$ cat config.mk
export PLATFORM = sky130hd
export DESIGN_NAME = apb_master_q
export DESIGN_NICKNAME = d
export VERILOG_FILES = /design/src/rtl/apb_pkg.sv /design/src/rtl/apb_req_fifo.sv /design/src/rtl/apb_master_q.sv
export SDC_FILE = /design/constraint.sdc
export NUM_CORES = 1
export LEC_CHECK = 0
export ABC_AREA = 0
export BUFFER_PORTS_ARGS = -buffer_cell sky130_fd_sc_hd__buf_2
export CAP_MARGIN = 20
export CORE_ASPECT_RATIO = 0.8
export CORE_MARGIN = 1
export CORE_UTILIZATION = 54
export CTS_CLUSTER_DIAMETER = 200
export DETAILED_ROUTE_END_ITERATION = 10
export PLACE_DENSITY = 0.79
export SETUP_SLACK_MARGIN = 0.15
export SYNTH_ARGS = -nofsm -noshare
export SYNTH_HDL_FRONTEND = slang
export SYNTH_SLANG_ARGS = --single-unit
$ cat constraint.sdc
create_clock -name i_clk_apb -period 3.39 [get_ports i_clk_apb]
set_input_delay 0.339 -clock i_clk_apb [delete_from_list [all_inputs] [get_ports i_clk_apb]]
set_output_delay 0.339 -clock i_clk_apb [all_outputs]
set_load 0.05 [all_outputs]
$ cat src/rtl/apb_pkg.sv
// Shared types for the queued APB4 master: FSM states and the request payload.
package apb_pkg;

    localparam int unsigned APB_ADDR_W = 32;
    localparam int unsigned APB_DATA_W = 32;
    localparam int unsigned APB_STRB_W = APB_DATA_W / 8;

    typedef enum logic [1:0] {
        IDLE   = 2'd0,
        SETUP  = 2'd1,
        ACCESS = 2'd2
    } state_t;

    typedef struct packed {
        logic                  rd0_wr1;
        logic [APB_ADDR_W-1:0] addr;
        logic [APB_DATA_W-1:0] wdata;
        logic [APB_STRB_W-1:0] strb;
    } apb_req_t;

endpackage

$ cat src/rtl/apb_req_fifo.sv
// Synchronous request FIFO; pointers carry an extra wrap bit to tell full from empty.
module apb_req_fifo
    import apb_pkg::*;
#(
    parameter  int unsigned DEPTH = 4,
    localparam int unsigned PTR_W = $clog2(DEPTH),
    localparam int unsigned CNT_W = PTR_W + 1
) (
    input  logic             clk,
    input  logic             rst,
    input  logic             push,
    input  apb_req_t         push_data,
    input  logic             pop,
    output apb_req_t         pop_data,
    output logic             full,
    output logic             empty,
    output logic [CNT_W-1:0] count
);

    apb_req_t         mem [DEPTH];
    logic [CNT_W-1:0] wr_ptr;
    logic [CNT_W-1:0] rd_ptr;
    logic             do_push;
    logic             do_pop;

    assign do_push = push && !full;
    assign do_pop  = pop && !empty;

    assign full  = (wr_ptr[PTR_W] != rd_ptr[PTR_W]) &&
                   (wr_ptr[PTR_W-1:0] == rd_ptr[PTR_W-1:0]);
    assign empty = (wr_ptr == rd_ptr);
    assign count = wr_ptr - rd_ptr;

    assign pop_data = mem[rd_ptr[PTR_W-1:0]];

    always_ff @(posedge clk) begin
        if (rst) begin
            wr_ptr <= '0;
            rd_ptr <= '0;
        end else begin
            if (do_push) wr_ptr <= wr_ptr + CNT_W'(1);
            if (do_pop)  rd_ptr <= rd_ptr + CNT_W'(1);
        end
    end

    // Storage needs no reset; emptiness is tracked by the pointers alone.
    always_ff @(posedge clk) begin
        if (do_push) mem[wr_ptr[PTR_W-1:0]] <= push_data;
    end

endmodule

$ cat src/rtl/apb_master_q.sv
// Queued multi-slave APB4 master: request FIFO, address decode, ACCESS timeout
// and registered read/write completion reporting.
module apb_master_q
    import apb_pkg::*;
#(
    parameter  int unsigned ADDR_W     = APB_ADDR_W,
    parameter  int unsigned DATA_W     = APB_DATA_W,
    parameter  int unsigned NUM_SLV    = 4,
    parameter  int unsigned FIFO_DEPTH = 4,
    parameter  int unsigned TIMEOUT    = 16,
    localparam int unsigned STRB_W     = DATA_W / 8,
    localparam int unsigned SEL_W      = $clog2(NUM_SLV),
    localparam int unsigned TO_W       = $clog2(TIMEOUT),
    localparam int unsigned CNT_W      = $clog2(FIFO_DEPTH) + 1
) (
    input  logic                      i_clk_apb,
    input  logic                      i_rst_apb,
    input  logic                      i_valid,
    output logic                      o_ready,
    input  logic                      i_rd0_wr1,
    input  logic [ADDR_W-1:0]         i_addr,
    input  logic [DATA_W-1:0]         i_wr_data,
    input  logic [STRB_W-1:0]         i_strb,
    output logic                      o_rd_valid,
    output logic [DATA_W-1:0]         o_rd_data,
    output logic                      o_wr_done,
    output logic                      o_resp_err,
    output logic [NUM_SLV-1:0]        o_psel,
    output logic                      o_penable,
    output logic                      o_pwrite,
    output logic [ADDR_W-1:0]         o_paddr,
    output logic [DATA_W-1:0]         o_pwdata,
    output logic [STRB_W-1:0]         o_pstrb,
    input  logic [NUM_SLV-1:0]        i_pready,
    input  logic [NUM_SLV*DATA_W-1:0] i_prdata,
    input  logic [NUM_SLV-1:0]        i_pslverr
);

    state_t           state, state_nxt;
    apb_req_t         push_req, head;
    logic             fifo_full, fifo_empty, fifo_pop;
    logic [CNT_W-1:0] fifo_count;

    logic [SEL_W-1:0]   sel_idx, sel_idx_nxt, head_sel;
    logic [TO_W-1:0]    to_cnt, to_cnt_nxt;
    logic [NUM_SLV-1:0] psel_nxt;
    logic               penable_nxt, pwrite_nxt;
    logic [ADDR_W-1:0]  paddr_nxt;
    logic [DATA_W-1:0]  pwdata_nxt, rd_data_nxt;
    logic [STRB_W-1:0]  pstrb_nxt;
    logic               rd_valid_nxt, wr_done_nxt, resp_err_nxt;
    logic               load_head, clear_bus;

    logic [DATA_W-1:0]  prdata_arr [NUM_SLV];
    logic               pready_sel, pslverr_sel, to_hit, xfer_done;

    assign push_req = '{rd0_wr1: i_rd0_wr1, addr: i_addr, wdata: i_wr_data, strb: i_strb};
    assign o_ready  = !fifo_full;

    apb_req_fifo #(.DEPTH(FIFO_DEPTH)) u_fifo (
        .clk       (i_clk_apb),
        .rst       (i_rst_apb),
        .push      (i_valid),
        .push_data (push_req),
        .pop       (fifo_pop),
        .pop_data  (head),
        .full      (fifo_full),
        .empty     (fifo_empty),
        .count     (fifo_count)
    );

    fifo_count_consistent: assert property (@(posedge i_clk_apb) disable iff (i_rst_apb)
        fifo_full == (fifo_count == CNT_W'(FIFO_DEPTH)));

    // Slave responses are taken only from the slave latched at request load.
    for (genvar s = 0; s < NUM_SLV; s++) begin : g_prdata
        assign prdata_arr[s] = i_prdata[s*DATA_W +: DATA_W];
    end

    assign head_sel    = head.addr[APB_ADDR_W-1 -: SEL_W];
    assign pready_sel  = i_pready[sel_idx];
    assign pslverr_sel = i_pslverr[sel_idx];
    assign to_hit      = (to_cnt == TO_W'(TIMEOUT - 1));
    assign xfer_done   = pready_sel || to_hit;

    always_ff @(posedge i_clk_apb) begin
        if (i_rst_apb) state <= IDLE;
        else           state <= state_nxt;
    end

    always_comb begin
        state_nxt = state;
        case (state)
            IDLE:    if (!fifo_empty) state_nxt = SETUP;
            SETUP:   state_nxt = ACCESS;
            ACCESS:  if (xfer_done) state_nxt = fifo_empty ? IDLE : SETUP;
            default: state_nxt = IDLE;
        endcase
    end

    always_comb begin
        fifo_pop     = 1'b0;
        load_head    = 1'b0;
        clear_bus    = 1'b0;
        sel_idx_nxt  = sel_idx;
        to_cnt_nxt   = to_cnt;
        psel_nxt     = o_psel;
        penable_nxt  = o_penable;
        pwrite_nxt   = o_pwrite;
        paddr_nxt    = o_paddr;
        pwdata_nxt   = o_pwdata;
        pstrb_nxt    = o_pstrb;
        rd_valid_nxt = 1'b0;
        wr_done_nxt  = 1'b0;
        resp_err_nxt = 1'b0;
        rd_data_nxt  = o_rd_data;
        case (state)
            IDLE: begin
                if (!fifo_empty) load_head = 1'b1;
            end
            SETUP: begin
                penable_nxt = 1'b1;
                to_cnt_nxt  = '0;
            end
            ACCESS: begin
                if (xfer_done) begin
                    penable_nxt  = 1'b0;
                    resp_err_nxt = pready_sel ? pslverr_sel : 1'b1;
                    if (o_pwrite) begin
                        wr_done_nxt = 1'b1;
                    end else begin
                        rd_valid_nxt = 1'b1;
                        rd_data_nxt  = pready_sel ? prdata_arr[sel_idx] : '0;
                    end
                    if (!fifo_empty) load_head = 1'b1;
                    else             clear_bus = 1'b1;
                end else begin
                    to_cnt_nxt = to_cnt + TO_W'(1);
                end
            end
            default: clear_bus = 1'b1;
        endcase

        // Back-to-back loads keep psel asserted; write-only fields read as zero for reads.
        if (load_head) begin
            fifo_pop    = 1'b1;
            sel_idx_nxt = head_sel;
            psel_nxt    = NUM_SLV'(1) << head_sel;
            penable_nxt = 1'b0;
            pwrite_nxt  = head.rd0_wr1;
            paddr_nxt   = head.addr;
            pwdata_nxt  = head.rd0_wr1 ? head.wdata : '0;
            pstrb_nxt   = head.rd0_wr1 ? head.strb  : '0;
        end else if (clear_bus) begin
            psel_nxt    = '0;
            penable_nxt = 1'b0;
            pwrite_nxt  = 1'b0;
            paddr_nxt   = '0;
            pwdata_nxt  = '0;
            pstrb_nxt   = '0;
        end
    end

    always_ff @(posedge i_clk_apb) begin
        if (i_rst_apb) begin
            sel_idx    <= '0;
            to_cnt     <= '0;
            o_psel     <= '0;
            o_penable  <= 1'b0;
            o_pwrite   <= 1'b0;
            o_paddr    <= '0;
            o_pwdata   <= '0;
            o_pstrb    <= '0;
            o_rd_valid <= 1'b0;
            o_wr_done  <= 1'b0;
            o_resp_err <= 1'b0;
            o_rd_data  <= '0;
        end else begin
            sel_idx    <= sel_idx_nxt;
            to_cnt     <= to_cnt_nxt;
            o_psel     <= psel_nxt;
            o_penable  <= penable_nxt;
            o_pwrite   <= pwrite_nxt;
            o_paddr    <= paddr_nxt;
            o_pwdata   <= pwdata_nxt;
            o_pstrb    <= pstrb_nxt;
            o_rd_valid <= rd_valid_nxt;
            o_wr_done  <= wr_done_nxt;
            o_resp_err <= resp_err_nxt;
            o_rd_data  <= rd_data_nxt;
        end
    end

endmodule

# Yosys cells after proc, flatten, opt, wreduce, memory -nomap -nowiden
# Memory sizes are Yosys's and may differ from the RTL's. A register that Yosys moved wholly into a read port is not among the register bits.
# Index checks and enable logic that the tools add are counted.
dict set report totals {
  regBits 123
  ram_bits 276
  output_inout_bits 110
  wordCells 91
  n_memories 1
}
# memory depth width rd rd_ports_with_merged_regs write_ports line
set memory_table {}
lappend memory_table {u_fifo.mem 4 69 1 1 1 apb_req_fifo.sv:20} ;# apb_req_t mem [DEPTH];
dict set report op_classes {
  n_addsub 3
  n_lt_le_gt_ge 2
  eq_ne 9
  n_shift 1
  muxes 40
  bitwise_logic 4
  reduce_logical 16
}
# operator n
set op_table {}
lappend op_table {{32-bit two-way mux} 7}
lappend op_table {{32-bit binary-select mux with 2-bit select} 1}
lappend op_table {{4-bit two-way mux} 5}
lappend op_table {{1-bit two-way mux} 16}
lappend op_table {{2-bit two-way mux} 4}
lappend op_table {{4-bit one-hot mux with 2 select lines} 1}
lappend op_table {{3-bit by 1-bit adder with 3-bit output (second input constant)} 2}
lappend op_table {{2-bit != test (second input constant)} 3}
lappend op_table {{1-bit one-hot mux with 2 select lines} 3}
lappend op_table {{2-bit one-hot mux with 3 select lines} 1}
lappend op_table {{2-bit AND reduction} 3}
lappend op_table {{3-bit OR reduction} 2}
lappend op_table {{4-bit by 1-bit adder with 4-bit output (second input constant)} 1}
lappend op_table {{1-bit binary-select mux with 2-bit select} 2}
lappend op_table {{4-bit equality test (second input constant)} 1}
lappend op_table {{2-bit nonzero test} 2}
lappend op_table {{1-bit by 2-bit << shifter with 4-bit output (first input constant)} 1}
lappend op_table {{3-bit equality test} 1}
lappend op_table {{3-bit >= comparator (second input constant)} 1}
lappend op_table {{1-bit logical AND} 3}
lappend op_table {{2-bit by 3-bit less-than comparator with 1-bit output (second input constant)} 1}
lappend op_table {{1-bit NOT} 3}
lappend op_table {{2-bit NOT with 3-bit output} 1}
lappend op_table {{3-bit AND reduction} 1}
lappend op_table {{8 further kinds} 9}

# Logic depth before layout (Yosys ltp)
dict set report depth {
  word_depth 9
  depth_mapped 8
  ltp_nobuf 5
}

# Hierarchy
# A second synthesis with hierarchy kept.
dict set report hier_totals {
  cells_unflattened 797
  hier_area_um2 15155.8
}
# module n_inst cells_each area_per_inst_um2
set modules_own_cells {}
lappend modules_own_cells {apb_req_fifo 1 428 10516.3}
lappend modules_own_cells {apb_master_q 1 369 4639.4}

# Worst setup path before layout
# No wires, ideal clock.
dict set report synth_path {
  kind {register -> register}
  start {register u_fifo.wr_ptr[0]}
  end {register u_fifo.wr_ptr[2]}
  setup_ns 0.213
  t_arrival_ns 2.785
  t_required_ns 3.177
  path_slack_ns 0.392
  path_stages_with_launch 5
  n_path_buf 0
  synth_period_minus_slack_ns 2.998
  cell_sequence {dfxtp_1 -> xor2_1 -> o31a_1 -> and2_1 -> o21ai_0}
}
dict set report synth_between {
  elab_chain_cells 4
}
# element line
set synth_rtl {}
lappend synth_rtl {{start: declaration} apb_req_fifo.sv:21} ;# logic [CNT_W-1:0] wr_ptr;
lappend synth_rtl {{start signal: assignment} apb_req_fifo.sv:41} ;# if (do_push) wr_ptr <= wr_ptr + CNT_W'(1);
lappend synth_rtl {{branches (longest 4 deep; another with 3-bit by 1-bit adder with 3-bit output)} --}
# Parallel ways; which one is timed is not known.
# A chain may end at the register's enable or synchronous reset.

# Final worst setup path
dict set report layout_path {
  start {register to_cnt[0]}
  end {register o_pstrb[0]}
}
dict set report layout_between {
  elab_chain_cells 5
}
# element line
set layout_rtl {}
lappend layout_rtl {{start: declaration} apb_master_q.sv:45} ;# logic [TO_W-1:0] to_cnt, to_cnt_nxt;
lappend layout_rtl {{start signal: assignment} apb_master_q.sv:180} ;# to_cnt <= to_cnt_nxt;
lappend layout_rtl {{4-bit equality test (*)} apb_master_q.sv:83} ;# assign to_hit = (to_cnt == TO_W'(TIMEOUT - 1));
lappend layout_rtl {{1-bit logical OR (*)} apb_master_q.sv:84} ;# assign xfer_done = pready_sel || to_hit;
lappend layout_rtl {{1-bit two-way mux} apb_master_q.sv:126} ;# if (xfer_done) begin
lappend layout_rtl {{1-bit one-hot mux with 2 select lines} apb_master_q.sv:117} ;# case (state)
lappend layout_rtl {{4-bit two-way mux or 2-bit nonzero test (tied branches)} --}
lappend layout_rtl {{end signal: assignment} apb_master_q.sv:186} ;# o_pstrb <= pstrb_nxt;
lappend layout_rtl {{end: declaration} apb_master_q.sv:33} ;# output logic [STRB_W-1:0] o_pstrb,
# Every way passes the cells marked *; elsewhere a longest branch is shown, timed or not.

==> results.toml <==
[synthesis]
synth_cell_types = 43
syn_nets = 1039
synth_area_um2 = 15100
yosys_register_bits = 401
ys_warn_count = 0
syn_avg_cell_area_um2 = 18.4
netlist_instances = 825
yosysSeqAreaShare_pct = 71.2

[timing]
period_needed_ns = 2.48
setup_slack_ns = 0.915
tightest_slew_ns = 0.973
fmax_mhz = 404
tns_ns = 0
whs_ns = 0.0192
finalSetupViolCount = 0
slew_viol_final = 0
slew_headroom_pct = 35.1
hold_violations = 0
rsz0062_at_grt = "no"
fin_crit_sh_pct = 73.0
skew_ns = 0.0297

[global_route]
overflow = 0
grtUsageMet2_pct = 37.0
grt.met3_usage_pct = 5.31
antenna_found_initial = 10
grt_pass1_wl_um = 51300
top_usage_layer = "met2"
grtUsageTotal_pct = 23.3
grt_pass1_vias = 9035
use_met1_pct = 32.7
grt_max_degree = 77

[cts]
cts_setup_buffers = 0
cts_inserted_buffers = 38
htreeDepth = 2
cts.sinks = 401
clock_latency_ns = 0.54
cts_tree = "yes"
clock_path_buffers = 3
clk_pin_slew_worst_paths_ns = 0.07
clockRootBuffer = "clkbuf_16"

[cells_and_area]
fillers = 1869
finalNetCount = 1364
fin_util_pct = 67.8
syn2layout_area_growth_pct = 22.8
drive_above_1_share_pct = 43.4

[setup_path]
crit_required_ns = 3.86
reg2reg_depth = 6
crit_path_max_fanout = 76
setup.worst_path.end_class = "flop"
reg2reg_slack_ns = 0.91
r2r_end = "o_pstrb[0]"
worstSetupPathType = "flop to flop"
worstSetupStartpointType = "flop"
critical_path_arrival_ns = 2.95
reg2reg_from = "to_cnt[0]"

[floorplanning]
num_rows = 54
start_util_pct = 55.2
die_y_um = 152
ios = 318
fp.dieW_um = 189
dieArea_um2 = 28700
core-area_um2 = 27400

[status]
status = "complete, no violations"

[placement]
io_buffers = 317
gp_congestion = 0.786
hpwl_um = 21200
post-place-ws_ns = 0.943

[routing]
wl_um = 33800
drt_iter0_drc = 721
routedWlPerCell_um = 21.8
vias = 9068
viasPerCell = 5.86
ant_nets = 0
first_pass_iters = 6
post-route-drc-count = 0

[worst_hold_path]
min-delay-start = "i_rd0_wr1"
hold_depth = 1
hp-class = "input pin to flop"
hold_end = "u_fifo.mem[2][68]"

[run]
max-cap-violations = 0

[pwr]
ir_worst_vdd_mv = 0.601
p_total_mw = 15.1
powerDensity_nw_per_um2 = 812
p_leak_nw = 6.82
-- worst max path at each step --
stage	end	slack, ns	startpoint
after floorplan	u_fifo.wr_ptr[2]	0.39	u_fifo.wr_ptr[0]
after global placement	o_pwdata[8]	1.01	i_pready[2]
after detailed placement	o_pwdata[24]	0.94	to_cnt[0]
after CTS	o_pstrb[0]	0.93	to_cnt[0]
after global routing	o_pwdata[0]	0.74	to_cnt[0]
final	o_pstrb[0]	0.91	to_cnt[0]
-- worst max-delay path, cell delays in order, from the launching register on --
cell	delay [ns]
dfxtp_1	0.39
ha_1	0.17
and3_1	0.36
nor3_1	0.16
nor4_4	0.22
buf_4	0.78
a32o_1	0.30
-- sequential cells by signal, summed over array words and instances (netlist names), named ones only --
name           count
o_wr_done          1
o_penable          1
sel_idx            2
to_cnt             4
o_rd_valid         1
u_fifo.wr_ptr      3
o_paddr           32
state              2
o_pwdata          32
o_pwrite           1
u_fifo.rd_ptr      3
o_resp_err         1
o_pstrb            4
o_rd_data         32
o_psel             4
u_fifo.mem       276
-- synth_stat cells (all sizes together) --
master,count,area [µm²]
a2111oi,1,8.76
a21oi,37,196
a22o,33,289
a31o,2,17.5
a31oi,1,6.26
a32o,40,400
a41oi,1,8.76
and2,4,25.0
and3,1,6.26
buf,17,124
clkbuf,44,165
dfxtp,125,2500
edfxtp,276,8290
ha,6,75.1
inv,9,33.8
mux2,1,11.3
mux2i,4,40.0
mux4,103,2320
nand2,37,139
nand2b,2,12.5
nand3,37,185
nand3b,1,7.51
nor2,7,26.3
nor2b,3,18.8
nor3,7,35.0
nor3b,2,15.0
nor4,2,18.8
nor4b,1,8.76
o21ai,6,30.0
o2bb2ai,2,17.5
o311a,1,10.0
o311ai,1,8.76
o31a,1,8.76
o32ai,1,8.76
or3,2,17.5
xnor2,4,35.0
xor2,3,26.3
-- power breakdown --
| part | internal (mW) | switching, mW | leakage (nW) |
|---|---|---|---|
| clock network | 2.60 | 1.82 | 0.651 |
| registers | 5.84 | 0.418 | 3.55 |
| logic | 1.59 | 2.84 | 2.61 |
-- layer usage --
metal / vias to the layer above / routed length [µm]
li1: 4028 / -
met1: 4578 / 14200
met2: 379 / 16000
met3: 69 / 2650
met4: 14 / 760
met5: - / 80
-- area by class of cell --
type                       instances  area [µm²]  area share [%]
tap                              364         455            2.45
clock buffer                      49        1050            5.66
timing repair buffer             346        1910            10.3
clock inverter                    21         275            1.48
antenna                            3        7.51          0.0404
multi-input combinational        354        4060            21.8
sequential                       401       10800            58.1
inverter                           9        33.8           0.182
-- kinds of logic after synthesis --
| kind of cell | Yosys count | share of synthesized area (%) |
|---|---|---|
| and+or+nand+nor | 106 | 3.40 |
| AOI/OAI and AO/OA | 127 | 6.67 |
| xor gates and xnor gates | 7 | 0.405 |
| adders and majority gates | 6 | 0.496 |
| buffers and inverters | 70 | 2.13 |
| DFF | 401 | 71.2 |
| muxes | 108 | 15.7 |
-- per-stage QoR --
step                cells  area (µm²)
floorplan             825       15100
global placement     1461       17100
detailed placement   1461       17100
CTS                  1544       18600
global route         1545       18600
finish               1547       18600
-- placed cells by master, fill, tap and decap left out, drive strengths merged, types with 2 or more instances in the layout --
| cell type | count |
|---|---|
| a21oi | 37 |
| a22o | 33 |
| a31o | 2 |
| a32o | 40 |
| and2 | 4 |
| buf | 333 |
| bufinv | 5 |
| clkbuf | 49 |
| clkinv | 15 |
| dfxtp | 125 |
| diode | 3 |
| dlygate4sd3 | 13 |
| edfxtp | 276 |
| ha | 6 |
| inv | 9 |
| mux2i | 4 |
| mux4 | 103 |
| nand2 | 37 |
| nand2b | 2 |
| nand3 | 37 |
| nor2 | 7 |
| nor2b | 3 |
| nor3 | 7 |
| nor3b | 2 |
| nor4 | 2 |
| o21ai | 6 |
| o2bb2ai | 2 |
| or3 | 2 |
| xnor2 | 4 |
| xor2 | 3 |
-- timing repair --
item                                   in CTS  in global routing
endpoints found under the hold margin      44                  0
resized for setup                           0                  0
hold buffers                               13                  0
No activity file was read; power rests on OpenSTA's default activity.
